--- src/rtl/fifo_pkg.sv ---
// fifo_pkg: sizing helpers shared by fifo_sync and its stream adapters.
package fifo_pkg;

    function automatic int clog2(input int value);
        int result;
        result = 0;
        for (int v = value - 1; v > 0; v = v >> 1) begin
            result++;
        end
        return result;
    endfunction

    function automatic int rd_latency(input int do_reg);
        return 1 + do_reg;
    endfunction

    // One entry beyond the read latency keeps a full-rate stream alive across a single stall.
    function automatic int buf_depth(input int do_reg);
        return rd_latency(do_reg) + 1;
    endfunction

endpackage

--- src/rtl/fifo_rd_stream_buf.sv ---
// fifo_rd_stream_buf: small circular holding buffer; the head word is presented
// from registered storage and count tracks occupancy.
module fifo_rd_stream_buf
    import fifo_pkg::*;
#(
    parameter int WIDTH = 72,
    parameter int DEPTH = 3,
    parameter int CNT_W = clog2(DEPTH + 1)
) (
    input  logic             clk,
    input  logic             rst,
    input  logic             i_push,
    input  logic [WIDTH-1:0] i_push_data,
    input  logic             i_pop,
    output logic [CNT_W-1:0] o_count,
    output logic [WIDTH-1:0] o_head_data
);
    localparam int               PTR_W    = (clog2(DEPTH) > 0) ? clog2(DEPTH) : 1;
    localparam logic [PTR_W-1:0] LAST_PTR = PTR_W'(DEPTH - 1);

    logic [WIDTH-1:0] r_mem [DEPTH];
    logic [PTR_W-1:0] r_head;
    logic [PTR_W-1:0] r_tail;
    logic [CNT_W-1:0] r_count;

    function automatic logic [PTR_W-1:0] ptr_next(input logic [PTR_W-1:0] ptr);
        return (ptr == LAST_PTR) ? '0 : ptr + 1'b1;
    endfunction

    // NOTE: the storage array is reset so the head word, and therefore m_data, reads zero out of reset.
    // NOTE: non-blocking assignments make every register here update from pre-edge values, order-independent.
    always_ff @(posedge clk or posedge rst) begin
        if (rst) begin
            r_head  <= '0;
            r_tail  <= '0;
            r_count <= '0;
            for (int i = 0; i < DEPTH; i++) begin
                r_mem[i] <= '0;
            end
        end else begin
            if (i_push) begin
                r_mem[r_tail] <= i_push_data;
                r_tail        <= ptr_next(r_tail);
            end
            if (i_pop) begin
                r_head <= ptr_next(r_head);
            end
            case ({i_push, i_pop})
                2'b10:   r_count <= r_count + 1'b1;
                2'b01:   r_count <= r_count - 1'b1;
                default: r_count <= r_count;
            endcase
        end
    end

    assign o_count     = r_count;
    assign o_head_data = r_mem[r_head];

    // Credit logic upstream guarantees a free slot for every landing word.
    overflow_chk : assert property (@(posedge clk) disable iff (rst)
        !(i_push && !i_pop && (r_count == CNT_W'(DEPTH))));

endmodule

--- src/rtl/fifo_rd_stream.sv ---
// fifo_rd_stream: turns fifo_sync's fixed-latency rd_en/rd_data port into a valid/ready stream.
// Define FIFO_RD_STREAM_STATS_EN to add the stat_beats / stat_stalls counters.
module fifo_rd_stream
    import fifo_pkg::*;
#(
    parameter int FIFO_WIDTH = 72,
    parameter int DO_REG     = 1
) (
    input  logic                  clk,
    input  logic                  rst,
    input  logic                  fifo_ready,
    input  logic                  fifo_empty,
    output logic                  fifo_rd_en,
    input  logic [FIFO_WIDTH-1:0] fifo_rd_data,
    output logic                  m_valid,
    input  logic                  m_ready,
    output logic [FIFO_WIDTH-1:0] m_data
`ifdef FIFO_RD_STREAM_STATS_EN
    ,
    output logic [31:0]           stat_beats,
    output logic [31:0]           stat_stalls
`endif
);
    localparam int RD_LAT    = rd_latency(DO_REG);
    localparam int BUF_DEPTH = buf_depth(DO_REG);
    localparam int CNT_W     = clog2(BUF_DEPTH + 1);

    logic [RD_LAT-1:0] r_inflight_sr;
    logic [CNT_W-1:0]  w_inflight;
    logic [CNT_W-1:0]  w_count;
    logic [CNT_W:0]    w_credit_used;
    logic              w_push;
    logic              w_pop;

    always_ff @(posedge clk or posedge rst) begin
        if (rst) begin
            r_inflight_sr <= '0;
        end else begin
            r_inflight_sr[0] <= fifo_rd_en;
            for (int i = 1; i < RD_LAT; i++) begin
                r_inflight_sr[i] <= r_inflight_sr[i-1];
            end
        end
    end

    // NOTE: w_inflight gets its default first so every path assigns it and no latch is inferred.
    always_comb begin
        w_inflight = '0;
        for (int i = 0; i < RD_LAT; i++) begin
            w_inflight = w_inflight + CNT_W'(r_inflight_sr[i]);
        end
    end

    assign w_push  = r_inflight_sr[RD_LAT-1];
    assign w_pop   = m_valid & m_ready;
    assign m_valid = (w_count != '0);

    // Words buffered or still in the read pipe hold a slot; a same-cycle pop frees one.
    assign w_credit_used = {1'b0, w_count} + {1'b0, w_inflight} - {{CNT_W{1'b0}}, w_pop};
    assign fifo_rd_en    = ~rst & fifo_ready & ~fifo_empty
                         & (w_credit_used < (CNT_W + 1)'(BUF_DEPTH));

    fifo_rd_stream_buf #(
        .WIDTH (FIFO_WIDTH),
        .DEPTH (BUF_DEPTH),
        .CNT_W (CNT_W)
    ) u_buf (
        .clk         (clk),
        .rst         (rst),
        .i_push      (w_push),
        .i_push_data (fifo_rd_data),
        .i_pop       (w_pop),
        .o_count     (w_count),
        .o_head_data (m_data)
    );

`ifdef FIFO_RD_STREAM_STATS_EN
    logic [31:0] r_stat_beats;
    logic [31:0] r_stat_stalls;

    always_ff @(posedge clk or posedge rst) begin
        if (rst) begin
            r_stat_beats  <= '0;
            r_stat_stalls <= '0;
        end else begin
            if (w_pop) begin
                r_stat_beats <= r_stat_beats + 32'd1;
            end
            if (m_valid && !m_ready) begin
                r_stat_stalls <= r_stat_stalls + 32'd1;
            end
        end
    end

    assign stat_beats  = r_stat_beats;
    assign stat_stalls = r_stat_stalls;
`endif

endmodule

--- config.mk ---
export PLATFORM = sky130hd
export DESIGN_NAME = fifo_rd_stream
export DESIGN_NICKNAME = d
export VERILOG_FILES = /design/src/rtl/fifo_pkg.sv /design/src/rtl/fifo_rd_stream_buf.sv /design/src/rtl/fifo_rd_stream.sv
export SDC_FILE = /design/constraint.sdc
export NUM_CORES = 1
export LEC_CHECK = 0
export ABC_CLOCK_PERIOD_IN_PS = 8950
export CORE_MARGIN = 5
export CORE_UTILIZATION = 49
export CTS_CLUSTER_DIAMETER = 40
export DETAILED_ROUTE_END_ITERATION = 16
export DONT_BUFFER_PORTS = 1
export MAX_ROUTING_LAYER = met4
export SYNTH_ARGS = -nofsm -noshare
export SYNTH_HDL_FRONTEND = slang
export SYNTH_SLANG_ARGS = --single-unit
--- constraint.sdc ---
create_clock -name clk -period 8.95 [get_ports clk]
set_input_delay 1.79 -clock clk [delete_from_list [all_inputs] [get_ports clk]]
set_output_delay 1.79 -clock clk [all_outputs]
set_load 0.01 [all_outputs]
==> flow_metrics.tcl <==
set metrics [dict create \
    layout_common_cells "222 x sky130_fd_sc_hd__dfrtp_1, 140 x sky130_fd_sc_hd__mux2_2, 76 x sky130_fd_sc_hd__mux2_1" \
    design.core.area_sq_um 20000 \
    clock_pin_slew_on_the_worst_setup_and_hold_paths_ps 50 \
    max_cap_violations 0 \
    global_route.usage.total_pct 19.3 \
    fmax_ghz 0.178 \
    outcome "completed" \
    postRouteAntennaNets 0 \
    fillerInstances 1673 \
    timing.reg2reg.worst_path_depth 9 \
    detail_route.first_pass.iterations 4 \
    maximum_number_of_pins_on_one_net_before_global_route_repair 142 \
    finalWorstPathRequiredPeriod_ps 5600 \
    netlist_area_sq_um 9880 \
    crit_required_ps 7160 \
    reg2reg_setup_slack_ps 6170 \
    grt_pass1_wl_microns 35200 \
    placementRows 52 \
    worstSetupStartpoint "m_ready" \
    vdd_drop_max_uv 193 \
    portion_of_synthesized_cell_area_occupied_by_the_leading_cell_type_pct 56.7 \
    pre_cts_slack_ps 3350 \
    globalRoute.totalOverflow 0 \
    ys_seq_area_share_pct 56.7 \
    synth_fp_nets 818 \
    transition_at_the_pin_with_the_smallest_max_transition_slack_ps 1030 \
    count_of_cell_types_in_the_netlist 25 \
    fp.dieArea_sq_um 23100 \
    area_delta_synth_final_pct 14.0 \
    cts_resized 0 \
    setup_violations 0 \
    worst_slack_ps 3350 \
    post_detailed_route_drc_marker_count 0 \
    timing.setup.critical_path_class "in2out" \
    avgRoutedWirePerCell_microns 20.9 \
    wl_microns 21500 \
    initialDrtViolationCount 235 \
    cts_max_level 2 \
    regToRegEndpoint "r_inflight_sr[0]" \
    worst_setup_path_endpoint "fifo_rd_en" \
    multi_input_area_sq_um 4010 \
    x_dimension_of_the_die_microns 152 \
    clock_insertion_delay_worst_skew_ps 490 \
    syn_avg_cell_area_sq_um 13.4 \
    reg2reg_from "u_buf.o_count[0]" \
    synth_largest_area_cell "sky130_fd_sc_hd__dfrtp_1" \
    grt_setup_unrepaired "no" \
    end_kind "output pin" \
    detail_route.vias_per_cell 5.60 \
    netlist_instances 737 \
    start_kind "input pin" \
    cts_made_buffers 35 \
    cts.path.max_buffers 3 \
    post_cts.repair.setup_buffers 0 \
    num-nets-final 816 \
    die_y_microns 152 \
    slew_viol_final 0 \
    worst_clock_skew_ps 15.3 \
    hold_viol_final 0 \
    post_detail_place_hpwl_microns 12900 \
    clock-root-buffer "sky130_fd_sc_hd__clkbuf_16" \
    ios 151 \
    top_cells_by_area_synth "sky130_fd_sc_hd__dfrtp_1 57%, sky130_fd_sc_hd__mux2_2 16%, sky130_fd_sc_hd__mux2_1 8.7%, sky130_fd_sc_hd__mux2i_1 7.3%, sky130_fd_sc_hd__o21ai_0 3.8%" \
    floorplan.initialDensity_pct 49.3 \
    clock_sink_count 224 \
    period_share_pct 62.6 \
    tritoncts_clock_tree "yes" \
    via_count_of_the_first_global_routing_pass 6606 \
    yosysWarningCount 0 \
    fin_tns_setup_ps 0 \
    powerDensity_nw_per_um2 399 \
    hold_path_class "reg2reg" \
    port_buffers 0 \
    antenna-diode-count 0 \
    power.leakage_uw 0.00480 \
    vias 5771 \
    antenna_found_initial 0 \
    replace_congestion 0.766 \
    synth.ff_latch_count 224 \
    arrival_ps 3810 \
    share_of_layout_cells_above_drive_strength_1_pct 28.8 \
    cts-hold-fix-buffers 0 \
    mostFrequentLayoutCell "sky130_fd_sc_hd__dfrtp_1" \
    max-slew-margin-rel_pct 31.2 \
    ff_latch_area_sq_um 5610 \
    worst-path-max-fanout 4 \
]
==> Yosys cell counts <==
master	instances
sky130_fd_sc_hd__dfrtp_1	224
sky130_fd_sc_hd__mux2_2	140
sky130_fd_sc_hd__mux2_1	76
sky130_fd_sc_hd__nand2_1	75
sky130_fd_sc_hd__o21ai_0	75
sky130_fd_sc_hd__mux2i_1	72
sky130_fd_sc_hd__buf_2	27
sky130_fd_sc_hd__clkbuf_1	11
sky130_fd_sc_hd__inv_1	8
sky130_fd_sc_hd__buf_6	7
sky130_fd_sc_hd__xnor2_1	3
sky130_fd_sc_hd__a21o_1	2
sky130_fd_sc_hd__buf_1	2
sky130_fd_sc_hd__fa_1	2
sky130_fd_sc_hd__ha_1	2
sky130_fd_sc_hd__inv_2	2
sky130_fd_sc_hd__a21oi_1	1
sky130_fd_sc_hd__nand3_1	1
sky130_fd_sc_hd__nor2_1	1
sky130_fd_sc_hd__nor2b_1	1
sky130_fd_sc_hd__nor3_1	1
sky130_fd_sc_hd__nor3_2	1
sky130_fd_sc_hd__nor3b_1	1
sky130_fd_sc_hd__o221ai_1	1
sky130_fd_sc_hd__or3_1	1
==> kinds of logic after synthesis <==
kind of cell               synth area share (%)
DFF                                        56.7
AOI/OAI and AO/OA                          4.09
adders and majority gates                 0.659
and+or+nand+nor                            3.29
xor gates and xnor gates                  0.266
muxes                                      31.9
buffers and inverters                      3.04
==> routing by layer <==
layer | GRT usage [%] | routed length (microns)
met1 | 21.0 | 8560
met2 | 33.1 | 10900
met3 | 7.62 | 1750
met4 | 4.92 | 310
met5 | - | 0
==> worst min-delay path by stage <==
stage,from,end,cells past startpoint
6_report,r_inflight_sr[0],r_inflight_sr[1],0
5_1_grt,r_inflight_sr[0],r_inflight_sr[1],0
4_1_cts,r_inflight_sr[0],r_inflight_sr[1],0
3_5_place_dp,r_inflight_sr[0],r_inflight_sr[1],0
3_3_place_gp,r_inflight_sr[0],r_inflight_sr[1],0
2_1_floorplan,r_inflight_sr[0],r_inflight_sr[1],0
==> report_power, final <==
part	internal [uW]	switching, uW
Sequential	1520	299
Clock	869	483
Combinational	606	713
Total	3000	1500
==> flip-flops by register name (all words and copies together) (netlist names) <==
name / cells
r_inflight_sr: 2
u_buf.o_count: 2
u_buf.r_head: 2
u_buf.r_mem: 216
u_buf.r_tail: 2
==> cell type report <==
class / instances / area share [%]
Tap cell: 270 / 3.00
Clock inverter: 23 / 2.22
Inverter: 10 / 0.400
Clock buffer: 40 / 8.50
Timing Repair Buffer: 8 / 0.533
Multi-Input combinational cell: 456 / 35.6
Sequential cell: 224 / 49.8
==> stage by stage <==
| step | total power (uW) | instance area [sq um] | utilization, % | hold slack, ps | std cells |
|---|---|---|---|---|---|
| 2_1_floorplan | 2830 | 9880 | - | 354 | 737 |
| 3_3_place_gp | 3090 | 10100 | 50.2 | 392 | 968 |
| 3_5_place_dp | 3190 | 10100 | 50.2 | 394 | 968 |
| 4_1_cts | 4560 | 11300 | 56.2 | 411 | 1031 |
| 5_1_grt | 4780 | 11300 | 56.2 | 437 | 1031 |
| 6_report | 4490 | 11300 | 56.2 | 420 | 1031 |
==> worst max-delay path: stages <==
cell                       delay [ps]
sky130_fd_sc_hd__o21ai_0          140
sky130_fd_sc_hd__inv_1            160
sky130_fd_sc_hd__ha_1             380
sky130_fd_sc_hd__fa_1             380
sky130_fd_sc_hd__inv_1             90
sky130_fd_sc_hd__fa_1             410
sky130_fd_sc_hd__inv_1             60
sky130_fd_sc_hd__o221ai_1         110
sky130_fd_sc_hd__a21oi_1          300
Power figures use the tool's default switching activity.
